**config.mk**
```make
export PLATFORM = sky130hd
export DESIGN_NAME = music_box_state_scheduler
export DESIGN_NICKNAME = d
export VERILOG_FILES = /design/src/rtl/music_box_state_scheduler.sv
export SDC_FILE = /design/constraint.sdc
export NUM_CORES = 1
export LEC_CHECK = 0
export ABC_AREA = 1
export CORE_ASPECT_RATIO = 1.5
export CORE_MARGIN = 2
export CORE_UTILIZATION = 52
export DETAILED_ROUTE_END_ITERATION = 10
export GPL_TIMING_DRIVEN = 0
export PLACE_DENSITY = 0.81
export SETUP_SLACK_MARGIN = 0.05
export SYNTH_ARGS = -nofsm -noshare
export SYNTH_HDL_FRONTEND = slang
export SYNTH_SLANG_ARGS = --single-unit
```
**constraint.sdc**
```tcl
create_clock -name clock_50Mhz -period 3.32 [get_ports clock_50Mhz]
set_clock_uncertainty 0.05 [all_clocks]
set_input_delay 0.664 -clock clock_50Mhz [delete_from_list [all_inputs] [get_ports clock_50Mhz]]
set_output_delay 0.664 -clock clock_50Mhz [all_outputs]
set_load 0.1 [all_outputs]
```
**src/rtl/music_box_state_scheduler.sv**
```systemverilog
// Music box mode scheduler: round-robin arbitration of UI mode requests onto the
// shared currentState bus, with watchdog and a guard interval in DoNothing.
//
// state  | meaning
// IDLE   | currentState=0, waiting for any pending or new request
// ACTIVE | a mode owns the bus; ends on cancel, completion or watchdog
// GUARD  | currentState=0 held for GUARD_TICKS ticks so mode modules reset
module music_box_state_scheduler #(
  parameter int TIMEOUT_TICKS = 10000,
  parameter int GUARD_TICKS   = 3
) (
  input  logic        clock_50Mhz,
  input  logic        reset,
  input  logic        tick_1khz,
  input  logic [4:0]  request,
  input  logic        cancel,
  input  logic [4:0]  stateComplete,
  output logic [4:0]  currentState,
  output logic        busy,
  output logic        timeoutFlag,
  output logic [31:0] debugString
);

  typedef enum logic [1:0] {
    IDLE   = 2'd0,
    ACTIVE = 2'd1,
    GUARD  = 2'd2
  } state_t;

  localparam logic [15:0] TIMEOUT_LAST = 16'(TIMEOUT_TICKS - 1);
  localparam logic [15:0] GUARD_LAST   = 16'(GUARD_TICKS - 1);

  state_t      state;
  logic [4:1]  pending;
  logic [2:0]  last_grant;
  logic [15:0] tick_count;

  logic [4:1]  cand;
  logic [4:1]  grant_mask;
  logic [4:1]  cur_mask;
  logic [2:0]  grant;
  logic [2:0]  idx;
  logic        complete_hit;
  logic        watchdog_hit;
  logic        unused_req0;

  assign unused_req0 = request[0];

  // Round-robin search starting just after the last granted mode, wrapping 4 -> 1.
  always_comb begin
    cand       = pending | request[4:1];
    grant      = 3'd0;
    grant_mask = 4'b0000;
    idx        = 3'd0;
    for (int k = 1; k <= 4; k++) begin
      idx = 3'(((int'(last_grant) + k - 1) % 4) + 1);
      if (grant == 3'd0 && cand[idx]) begin
        grant           = idx;
        grant_mask[idx] = 1'b1;
      end
    end
  end

  always_comb begin
    cur_mask = 4'b0000;
    for (int i = 1; i <= 4; i++) begin
      cur_mask[i] = (currentState == 5'(i));
    end
  end

  assign complete_hit = stateComplete[currentState];
  assign watchdog_hit = tick_1khz && (tick_count == TIMEOUT_LAST);

  always_ff @(posedge clock_50Mhz) begin
    if (reset) begin
      state        <= IDLE;
      currentState <= 5'd0;
      pending      <= 4'b0000;
      last_grant   <= 3'd4;
      tick_count   <= 16'd0;
      busy         <= 1'b0;
      timeoutFlag  <= 1'b0;
    end else begin
      timeoutFlag <= 1'b0;
      case (state)
        IDLE: begin
          pending <= cand & ~grant_mask;
          if (grant != 3'd0) begin
            state        <= ACTIVE;
            currentState <= {2'b00, grant};
            last_grant   <= grant;
            tick_count   <= 16'd0;
            busy         <= 1'b1;
          end
        end
        ACTIVE: begin
          if (cancel || complete_hit || watchdog_hit) begin
            // A re-request of the ending mode on its exit cycle is kept.
            pending      <= pending | request[4:1];
            state        <= GUARD;
            currentState <= 5'd0;
            tick_count   <= 16'd0;
            timeoutFlag  <= !cancel && !complete_hit;
          end else begin
            pending <= pending | (request[4:1] & ~cur_mask);
            if (tick_1khz) begin
              tick_count <= tick_count + 16'd1;
            end
          end
        end
        GUARD: begin
          pending <= pending | request[4:1];
          if (tick_1khz) begin
            if (tick_count == GUARD_LAST) begin
              state      <= IDLE;
              busy       <= 1'b0;
              tick_count <= 16'd0;
            end else begin
              tick_count <= tick_count + 16'd1;
            end
          end
        end
        default: begin
          state        <= IDLE;
          currentState <= 5'd0;
          busy         <= 1'b0;
          tick_count   <= 16'd0;
        end
      endcase
    end
  end

  assign debugString = {pending, last_grant, state, 7'd0, tick_count};

endmodule

```
## Yosys cells after proc, flatten, opt, wreduce, memory -nomap -nowiden

Index checks and enable logic that the tools add are counted.
W data, S select, Z words.

- Register bits after elaboration: 32
- Bits of input ports: 14
- Output and inout bits: 39
- Word-level logic and storage cells: 133

- Add/subtract/negate cells: 13
- Order comparisons: 9
- Equal/unequal tests: 13
- Multiplexer cells: 46
- Bitwise logic cells: 16
- Reduce and logical (&&, ||, !) cells: 29

Operators with widths:

| cell | count |
|---|---|
| $mux W16 | 5 |
| $pmux W16 S3 | 1 |
| $mux W4 | 5 |
| $or A4 B4 Y4 | 5 |
| $sub A4 B1 Y5 const B | 4 |
| $add A16 B1 Y16 const B | 1 |
| $eq A16 B14 Y1 const B | 1 |
| $eq A16 B2 Y1 const B | 1 |
| $lt A3 B4 Y1 const B | 4 |
| $bmux W1 S3 | 5 |
| $pmux W5 S3 | 1 |
| $add A3 B2 Y3 const B | 4 |
| $demux W1 S3 | 4 |
| $ge A3 B1 Y1 const B | 4 |
| $mux W1 | 12 |
| $mux W3 | 4 |
| $pmux W4 S3 | 1 |
| $eq A5 B2 Y1 const B | 2 |
| $mux W5 | 2 |
| $logic_and A1 B1 Y1 | 9 |
| $logic_not A3 Y1 | 3 |
| $add A3 B2 Y4 const B | 2 |
| $and A4 B4 Y4 | 2 |
| $mux W2 | 4 |
| 23 further kinds | 40 |

## Logic depth before layout (Yosys ltp)

Gate-level depths: netlist of run 1.

- Depth in word-level cells: 20
- Gate-level depth with buffers: 24

## Worst setup path after synthesis of run 1

No wires, ideal clock.

- Path kind: reg-to-reg
- From: register last_grant[0]
- To: register tick_count[6]
- Setup time: 0.116 ns
- Data arrival time: 3.550 ns
- Required time: 3.154 ns
- Setup slack: -0.395 ns
- Cell stages (with the launch flop): 25
- Cells stage by stage: dfxtp_1 > inv_2 > ha_1 > buf_6 > nor2_1 > inv_1 > nand2_1 > nand2_1 > nand3_2 > nand2_2 > nand3_2 > nand2_2 > nor2_4 > nand3_1 > nand2_1 > nor2_4 > nand3_1 > nand2_2 > nor2_4 > nand3_4 > nand2_4 > inv_4 > buf_8 > nor2_2 > nor2_1

- Word-level cells in the longest chain between the ends: 20

RTL lines:

| element | RTL line | source |
|---|---|---|
| start, declared | 35 | `logic [2:0] last_grant;` |
| start signal, assigned | 91 | `last_grant <= grant;` |
| $add A3 B1 Y4 | 56 | `idx = 3'(((int'(last_grant) + k - 1) % 4) + 1);` |
| $sub A4 B1 Y5 | 56 |  |
| $reduce_or A2 Y1 (no line) | -- |  |
| $and A1 B1 Y1 (no line) | -- |  |
| $add A3 B2 Y3 | 56 |  |
| $bmux W1 S3 | 57 | `if (grant == 3'd0 && cand[idx]) begin` |
| $mux W1 (not written as such) | 57 |  |
| $mux W3 | 57 |  |
| (+4 left out) | -- |  |
| $logic_and A1 B1 Y1 | 57 |  |
| $mux W3 | 57 |  |
| $logic_not A3 Y1 | 57 |  |
| $logic_and A1 B1 Y1 | 57 |  |
| $mux W3 * | 57 |  |
| $reduce_bool A3 Y1 * | 88 | `if (grant != 3'd0) begin` |
| $ne A2 B2 Y1 (no line) * | -- |  |
| $reduce_and A3 Y1 (no line) * | -- |  |
| end signal, assigned | 107 | `tick_count <= tick_count + 16'd1;` |
| end signal, assigned | 119 | `tick_count <= tick_count + 16'd1;` |
| end, declared | 36 | `logic [15:0] tick_count;` |

Every way passes the cells marked *; elsewhere a longest branch is shown, timed or not. The select of a mux whose other input is x is not followed.
A chain may end at the register's enable or synchronous reset.

## Worst setup path after layout of run 1

- From: input port request[2]
- To: register tick_count[10]

- Word-level cells in the longest chain between the ends: 16

RTL lines:

| element | RTL line | source |
|---|---|---|
| start, declared | 15 | `input logic [4:0] request,` |
| $or A4 B4 Y4 * | 51 | `cand = pending \| request[4:1];` |
| $bmux W1 S3 | 57 |  |
| $mux W1 (not written as such) | 57 |  |
| $mux W3 | 57 |  |
| $logic_not A3 Y1 | 57 |  |
| $logic_and A1 B1 Y1 | 57 |  |
| $mux W3 | 57 |  |
| $logic_not A3 Y1 | 57 |  |
| $logic_and A1 B1 Y1 | 57 |  |
| $mux W3 | 57 |  |
| $logic_not A3 Y1 | 57 |  |
| $logic_and A1 B1 Y1 | 57 |  |
| $mux W3 * | 57 |  |
| $reduce_bool A3 Y1 * | 88 |  |
| $ne A2 B2 Y1 (no line) * | -- |  |
| $reduce_and A3 Y1 (no line) * | -- |  |

Marked as above.

==> flow_summary.ini, run 1 <==
[floorplan]
die_y_um = 88.99
core_area_um2 = 4579
fp.dieW_um = 60.66
initial_core_util = 0.5467
die_area_um2 = 5397
fp-row-count = 30
pin_count = 53

[clocking]
cts_root_buf = clkbuf_8
cts_inserted_buffers = 5
cts_hold_buf = 0
cts_buffer_depth = 2
insertion_delay_ns = 0.29
cts_sinks = 30
cts_htree_levels = 2
cts.clk_slew.worst_paths_ns = 0.07
cts_tree = yes

[worst_setup_path]
reg2reg_slack_ns = 0.30
worstSetupPathType = in -> reg
crit_required_ns = 3.50
cp.arrival_ns = 3.22
critPathMaxFanout = 10
crit_path_end_kind = flop
worstSetupStartpointType = primary input

[detailed_routing]
drc = 0
drt-total-wl_um = 7134
antenna_left = 0
routedWlPerCell_um = 13.91
routed_via_density = 5.273
num_vias = 2705
drt_iter0_markers = 152
dr.pass1.iters = 4

[grt]
grt_usage = 0.2816
grt_pass1_vias = 2584
grt-ovfl-total = 0
grt_start_max_net_pins = 11
antenna_found_initial = 0
grt_pass1_wl_um = 11540

[sta]
min_period_ns = 3.041
setup_viol = 0
fmax_mhz = 328.8
finalHoldViolations = 0
rsz0062_at_grt = no
worst_pin_slew_ns = 0.9848
maxSlewHeadroom = 0.3414
slew_viol_final = 0
period_share = 0.9160

[logic_synthesis]
ys_top_cells_by_area = dfxtp_1, nand2_1, inv_1, nor2_1, nand3_1
ys.warnings.count = 0
synthTopCellsByCount = nand2_1, inv_1, nor2_1
synth-seq-cells = 30
synthMostInstantiatedCell = nand2_1
yosysSeqAreaShare = 0.2399
yosysTopAreaCell = dfxtp_1
ys.flop_type = dfxtp_1
netlist_instances = 388
avgSynthCellArea_um2 = 6.453
netlist.area_leader.share = 0.2399
synthesis.area_um2 = 2504
async_flop_share = 0
synthDistinctLibCells = 38
synth-edff-count = 0

[cells_and_area]
multi_input_area_um2 = 1603
fin_area_um2 = 3189
areaGrowthSynthToFinish_pct = 27.39
drive_gt1_frac = 0.1470
antennaDiodeCount = 0
nNetsFinal = 473
area.sequential_um2 = 605.6
nFillCells = 432

[placement]
place_congestion = 0.9911
port_buffers = 41
postPlaceCellArea_um2 = 3029
dp_hpwl_um = 5606

[flow_run]
drv_cap = 0

[min_path]
hp-class = reg -> reg

[status]
outcome = finished clean
-- logic make-up (layout without fill, tap and decap cells) --
| logic type | Yosys count | in the layout | synth area share |
|---|---|---|---|
| XOR/XNOR | 6 | 6 | 0.02099 |
| adder cells (fa/ha/maj) | 11 | 11 | 0.05497 |
| AND/OR/NAND/NOR | 201 | 201 | 0.3913 |
| buffers and inverters | 76 | 129 | 0.1404 |
| AO/OA/AOI/OAI | 63 | 63 | 0.1509 |
| flip-flops | 30 | 30 | 0.2399 |
| other | 1 | 9 | 0.001498 |
-- per-layer routing --
layer  vias to the layer above  share of wire  track usage  routed length (um)
met5                         -              0            0                   0
li1                       1379              -            -                   -
met4                         0          0.035       0.1285                 253
met3                        23          0.036      0.03618                 254
met1                      1230           0.38       0.2919                2685
met2                        73           0.55       0.5386                3940
-- per-stage QoR --
step | util | setup TNS, ns | std cells | hold WS [ns] | setup slack [ns]
2_1_floorplan | - | 0 | 396 | 0.6643 | 0.1436
3_3_place_gp | 0.6615 | -0.1273 | 501 | 0.3998 | -0.01443
3_5_place_dp | 0.6615 | -0.3004 | 501 | 0.4021 | -0.07541
4_1_cts | 0.6852 | 0 | 509 | 0.4178 | 0.1335
5_1_grt | 0.6964 | 0 | 513 | 0.4534 | 0.06022
6_report | 0.6964 | 0 | 513 | 0.4149 | 0.2790
-- worst paths after layout --
| kind | startpoint | to | cells after the start |
|---|---|---|---|
| hold reg to reg | last_grant[2]$_SDFFE_PP1P_ | last_grant[2]$_SDFFE_PP1P_ | 2 |
| hold / removal | last_grant[2]$_SDFFE_PP1P_ | last_grant[2]$_SDFFE_PP1P_ | 2 |
| setup / recovery | request[2] | tick_count[10]$_SDFFE_PP0P_ | 21 |
| setup reg to reg | last_grant[0]$_SDFFE_PP0P_ | tick_count[9]$_SDFFE_PP0P_ | 24 |
-- sequential cells by signal (all words and copies together), names as in the netlist --
name          cells
busy              1
currentState      3
last_grant        3
pending           4
state             2
tick_count       16
timeoutFlag       1
-- final cells by class --
type / instances / share of cell area
buffer: 17 / 0.04002
clock buffer: 5 / 0.02158
clock inverter: 3 / 0.01255
inverter: 59 / 0.07022
multi-input combinational: 290 / 0.5026
sequential: 30 / 0.1899
tap: 64 / 0.02511
timing repair buffer: 45 / 0.1381
-- layout by cell type (no fill, tap or decap), types with 2 or more instances in the layout --
| cell | netlist | final |
|---|---|---|
| inv_1 | 55 | 55 |
| nand2_1 | 56 | 54 |
| nor2_1 | 54 | 51 |
| clkdlybuf4s50_1 | 0 | 41 |
| nand3_1 | 36 | 36 |
| dfxtp_1 | 30 | 28 |
| a21oi_1 | 23 | 23 |
| buf_4 | 10 | 14 |
| nor2_2 | 10 | 13 |
| o21ai_1 | 12 | 13 |
| nor3_1 | 12 | 12 |
| ha_1 | 11 | 11 |
| nand2_2 | 8 | 10 |
| o21ai_0 | 11 | 10 |
| conb_1 | 1 | 9 |
| nand4_1 | 8 | 8 |
| nand3_2 | 5 | 5 |
| xor2_1 | 5 | 5 |
| o211ai_1 | 5 | 5 |
| clkbuf_8 | 0 | 5 |
| nor2_4 | 4 | 4 |
| nor4_1 | 4 | 4 |
| inv_2 | 3 | 3 |
| clkbuf_1 | 3 | 3 |
| o41ai_1 | 3 | 3 |
| buf_6 | 2 | 2 |
| a31oi_1 | 2 | 2 |
| a221oi_1 | 2 | 2 |
| nor3b_1 | 2 | 2 |
| clkinv_2 | 0 | 2 |
-- worst max-delay path, cell delays in order --
cell and delay (ns):
clkdlybuf4s50_1 0.40, nor2_1 0.23, nand2_2 0.11, nand3_1 0.10
nand3_2 0.10, nand2_2 0.15, nand3_1 0.09, nand2_1 0.09
inv_2 0.07, nand3_1 0.10, nand2_2 0.08, nor2_4 0.16
nand3_1 0.10, nand2_2 0.11, nor2_4 0.05, nand3_4 0.12
nand2_8 0.08, inv_4 0.10, buf_8 0.16, nor2_2 0.04
nor2_1 0.09
-- repair_timing --
item,CTS,global route
setup endpoints to repair,0,20
buffers inserted,0,4
resized for setup,0,7
endpoints found under the hold margin,0,0
Power of run 1 is not shown: default switching activity piles up to over one toggle a cycle in this logic, so the estimate is an artifact.
==> run 2, diff against run 1 <==
CELL_PAD_IN_SITES_DETAIL_PLACEMENT = 1   (was not set)
CELL_PAD_IN_SITES_GLOBAL_PLACEMENT = 1   (was not set)
CORE_UTILIZATION = 36   (was 52)
PLACE_DENSITY = not set   (was 0.81)
PLACE_DENSITY_LB_ADDON = 0.1   (was not set)
SLEW_MARGIN = 40   (was not set)
==> run 2 against run 1 <==
Against the previous run: sequential share of layout area is 0.27 points higher; core utilization is 23 points lower; worst hold slack worse by 0.0085 ns; count of clock-buffer cells in the layout is 3 higher; critical endpoint is now tick_count[6]$_SDFFE_PP0P_.
==> flow_summary.ini, run 2 (synthesis gave the netlist of run 1 again) <==
[sta]
worst_pin_slew_ns = 0.4908
period_share = 0.9508
fmax_mhz = 316.8
slew_viol_final = 0
maxSlewHeadroom = 0.6706
finalHoldViolations = 0
min_period_ns = 3.157
setup_viol = 0
rsz0062_at_grt = no

[grt]
busiest_layer = met2
grt-ovfl-total = 0
grt_pass1_vias = 2822
gr-usage-met1 = 0.2203
grt_usage = 0.2221
grt_start_max_net_pins = 11
grt_use_met3 = 0.02654
grt_pass1_wl_um = 13410
grt_util_met2 = 0.4384
antenna_found_initial = 0

[floorplan]
fp.dieW_um = 72.09
initial_core_util = 0.3679
die_area_um2 = 7651
fp-row-count = 37
pin_count = 53
core_area_um2 = 6805
die_y_um = 106.1

[detailed_routing]
num_vias = 2799
drt-total-wl_um = 8480
drc = 0
dr.pass1.iters = 4
antenna_left = 0
routed_via_density = 5.271
routedWlPerCell_um = 15.97
drt_iter0_markers = 51

[worst_setup_path]
crit_required_ns = 3.46
worstSetupPathType = in -> reg
timing.rr.start = last_grant[1]$_SDFFE_PP0P_
cpMostUsedCell = nand3_2
crit_path_end_kind = flop
cpMaxStageDelayCell = clkdlybuf4s50_1
worst_path_largest_cell_delay_ns = 0.51
cp.arrival_ns = 3.30
critPathMaxFanout = 10
r2r_end = tick_count[6]$_SDFFE_PP0P_
crit_chain = clkdlybuf4s50_1, inv_1, nand2_1, nand3_2, nand2_1, nand2_1, nand4_1, nand3_2, nor2_4, nand3_2, nand2_2, nor2_4, nand3_2, nand2_4, nor2_4, nand3_4, nand2_8, inv_8, buf_12, nor2_2, nor2_1
reg2reg_slack_ns = 0.26
worstSetupStartpointType = primary input
worst-r2r-cell-count = 23

[cells_and_area]
antennaDiodeCount = 0
largest_register_ffs = 16
areaGrowthSynthToFinish_pct = 26.09
fin_area_um2 = 3157
reg_top3 = tick_count: 16 flops, pending: 4 flops
top_register = tick_count
nNetsFinal = 477
mostFrequentLayoutCells = inv_1, nand2_1, nor2_1
drive_gt1_frac = 0.2384

[clocking]
cts_tree = yes
cts.clk_slew.worst_paths_ns = 0.07
cts_htree_levels = 2
cts_inserted_buffers = 5
cts_hold_buf = 0
cts_buffer_depth = 2
cts_root_buf = clkbuf_8
insertion_delay_ns = 0.29
cts_sinks = 30

[min_path]
whs_endpoint = last_grant[2]$_SDFFE_PP1P_
holdCritStartpoint = last_grant[2]$_SDFFE_PP1P_
hp-class = reg -> reg
hold_depth = 2

[placement]
port_buffers = 41
place_congestion = 0.9236
postPlaceCellArea_um2 = 2897
dp_hpwl_um = 6578

[status]
outcome = finished clean

[flow_run]
drv_cap = 0
[run 2: cell types whose count changed in the layout (fill, tap and decap cells not counted), moves of 2 or more]
cell and delta:
nand3_2 +4, buf_4 +4, clkdlybuf4s50_1 -30, nand3_1 -4
clkbuf_8 +3, clkinv_2 -2, buf_2 +30, nor2_4 +2
[run 2: per-stage QoR]
stage	instances	utilization	hold WS (ns)	setup slack, ns	TNS, ns
2_1_floorplan	396	-	0.6643	0.1436	0
3_3_place_gp	515	0.4477	0.4010	-0.1319	-1.641
3_5_place_dp	515	0.4256	0.3953	-0.1609	-1.990
4_1_cts	524	0.4460	0.4112	0.06892	0
5_1_grt	531	0.4639	0.4383	0.02948	0
6_report	531	0.4639	0.4064	0.1634	0
[run 2: layout make-up]
cell class              count  area (um^2)
fillers                   932         3649
multi-input cells         290         1657
flip-flops and latches     30        608.1
repair buffers             49        320.3
inverters                  59        231.5
plain buffers              17        132.6
clock buffers               8        110.1
well taps                  78        97.59
[run 2: how the worst max path moves through the flow]
stage | to | startpoint | slack, ns
6_report | tick_count[6]$_SDFFE_PP0P_ | request[4] | 0.16
4_1_cts | tick_count[6]$_SDFFE_PP0P_ | last_grant[0]$_SDFFE_PP0P_ | 0.07
3_5_place_dp | tick_count[1]$_SDFFE_PP0P_ | tick_1khz | -0.16
2_1_floorplan | tick_count[6]$_SDFFE_PP0P_ | last_grant[1]$_SDFFE_PP0P_ | 0.14
5_1_grt | tick_count[12]$_SDFFE_PP0P_ | request[4] | 0.03
3_3_place_gp | tick_count[5]$_SDFFE_PP0P_ | tick_1khz | -0.13
[run 2: worst max-delay path: cells and delay by family]
kind          cells  cell delay, ns
buf+inv           4            0.75
simple gates     17            1.86
[run 2: routing by layer]
metal	routed length, um	up-vias
li1	-	1390
met1	3024	1345
met2	4978	43
met3	186	21
met4	289	0
met5	0	-
[run 2: repair_timing]
action | CTS | global route
gates resized for setup | 5 | 18
pin swaps | 0 | 6
setup endpoints to repair | 10 | 22
hold endpoints to repair | 0 | 0
buffers inserted | 1 | 7
Power of run 2 is left out for the same reason.
==> run 3, diff against run 2 <==
RECOVER_POWER = 50   (was not set)
SLEW_MARGIN = 15   (was 40)
clock period = 2.96 ns   (was 3.32 ns; I/O delays follow)
==> run 3 against run 2 <==
Against the previous run: via count grew 4.6%; non-clock buffer count grew 22; sequential share of layout area shrank 2.3 points; die area is the same; critical endpoint is now tick_count[1]$_SDFFE_PP0P_.
==> flow_summary.ini, run 3 (synthesis gave the netlist of run 1 again) <==
[grt]
grt_start_max_net_pins = 11
grt_usage = 0.2329
grt_pass1_vias = 2967
busiest_layer = met2
grt_use_met3 = 0.02464
grt-ovfl-total = 0
antenna_found_initial = 0
grt_util_met2 = 0.4528
grt_pass1_wl_um = 13960
gr-usage-met1 = 0.2336

[sta]
maxSlewHeadroom = 0.3400
fmax_mhz = 338.2
slew_viol_final = 0
worst_pin_slew_ns = 0.9868
min_period_ns = 2.957
timing.final.ws_setup_ns = 0.003146
hold_slack_ns = 0.4076
rsz0062_at_grt = yes
setup_viol = 0
period_share = 0.9989
finalHoldViolations = 0

[clocking]
cts_hold_buf = 0
cts_tree = yes
insertion_delay_ns = 0.29
cts_sinks = 30
cts_htree_levels = 2
cts_buffer_depth = 2
cts.clk_slew.worst_paths_ns = 0.07
cts_inserted_buffers = 5
cts_root_buf = clkbuf_8

[worst_setup_path]
cp.arrival_ns = 3.09
crit_chain = clkdlybuf4s50_1, nor2_2, nand2_2, nand3_1, nand3_2, nand2_2, nand3_1, nand2_2, inv_4, nand3_2, nand2_2, nor2_4, nand3_2, nand2_2, inv_2, nand3_4, nand2_8, buf_4, o21ai_1, nor2_1
worstSetupStartpointType = primary input
cpMaxStageDelayCell = clkdlybuf4s50_1
worstSetupPathType = in -> reg
crit_required_ns = 3.09
critPathMaxFanout = 6
cpMostUsedCell = nand2_2
crit_path_end_kind = flop
worst_path_largest_cell_delay_ns = 0.42

[detailed_routing]
drt-total-wl_um = 9305
routedWlPerCell_um = 16.83
antenna_left = 0
num_vias = 2927
routed_via_density = 5.293
drt_iter0_markers = 59
dr.pass1.iters = 4
drc = 0

[cells_and_area]
postLayoutCoreUtil = 0.5323
mostFrequentLayoutCells = inv_1, nor2_1, nand2_1
multi_input_area_um2 = 1783
fin_area_um2 = 3622
top_register = tick_count
areaGrowthSynthToFinish_pct = 44.68
antennaDiodeCount = 0
area.sequential_um2 = 615.6
drive_gt1_frac = 0.2800
largest_register_ffs = 16
reg_top3 = tick_count: 16 flops, pending: 4 flops
final_common_cell = inv_1
nFillCells = 893
nNetsFinal = 499

[flow_run]
drv_cap = 0

[placement]
place_congestion = 0.9258
postPlaceCellArea_um2 = 3107
dp_hpwl_um = 6677
port_buffers = 41
place_ws_ns = -0.4983

[status]
outcome = finished clean

[floorplan]
die_area_um2 = 7651
fp.dieW_um = 72.09
pin_count = 53
die_y_um = 106.1
initial_core_util = 0.3679
core_area_um2 = 6805
fp-row-count = 37

[min_path]
hp-class = reg -> reg
[run 3: changes by cell type in the layout (fill, tap and decap cells not counted), sizes merged]
cell,before,now
dlymetal6s2s,0,2
dlygate4sd3,0,10
clkbuf,11,10
clkdlybuf4s50,11,29
clkinv,0,2
buf,52,43
[run 3: area by class of cell]
type                            instances  area share
Inverter                               59     0.06667
Sequential cell                        30      0.1699
Tap cell                               78     0.02694
Clock inverter                          2    0.002418
Multi-Input combinational cell        290      0.4922
Buffer                                 17     0.03800
Timing Repair Buffer                   71      0.1838
Clock buffer                            6     0.02003
[run 3: layer usage]
layer	part of all wire	wire, um
met1	0.36	3358
met2	0.59	5472
met3	0.018	169
met4	0.033	304
met5	0	0
[run 3: worst max-delay path: cells and delay by family]
family,cells,cell delay [ns]
AOI/OAI and AO/OA,1,0.14
and+or+nand+nor,15,1.64
buffers and inverters,4,0.70
[run 3: worst paths after layout]
check	startpoint	to	slack, ns	cells after the start
max	request[3]	tick_count[1]$_SDFFE_PP0P_	0.003	20
min	last_grant[2]$_SDFFE_PP1P_	last_grant[2]$_SDFFE_PP1P_	0.41	2
max reg2reg	last_grant[1]$_SDFFE_PP0P_	tick_count[10]$_SDFFE_PP0P_	0.02	21
min reg2reg	last_grant[2]$_SDFFE_PP1P_	last_grant[2]$_SDFFE_PP1P_	0.41	2
[run 3: timing repair]
action                     in CTS  in global routing
gates cloned                    0                  1
hold endpoints to repair        0                  0
setup endpoints to repair      17                 25
setup buffers                  18                 11
pin swaps                      12                 18
resized for setup              15                 47
[run 3: through the flow]
stage	instances	setup TNS, ns
floorplan	396	0
global placement	515	-7.928
detailed placement	515	-9.267
CTS	541	0
global route	553	-2.316
finish	553	0
Power of run 3 is left out for the same reason.
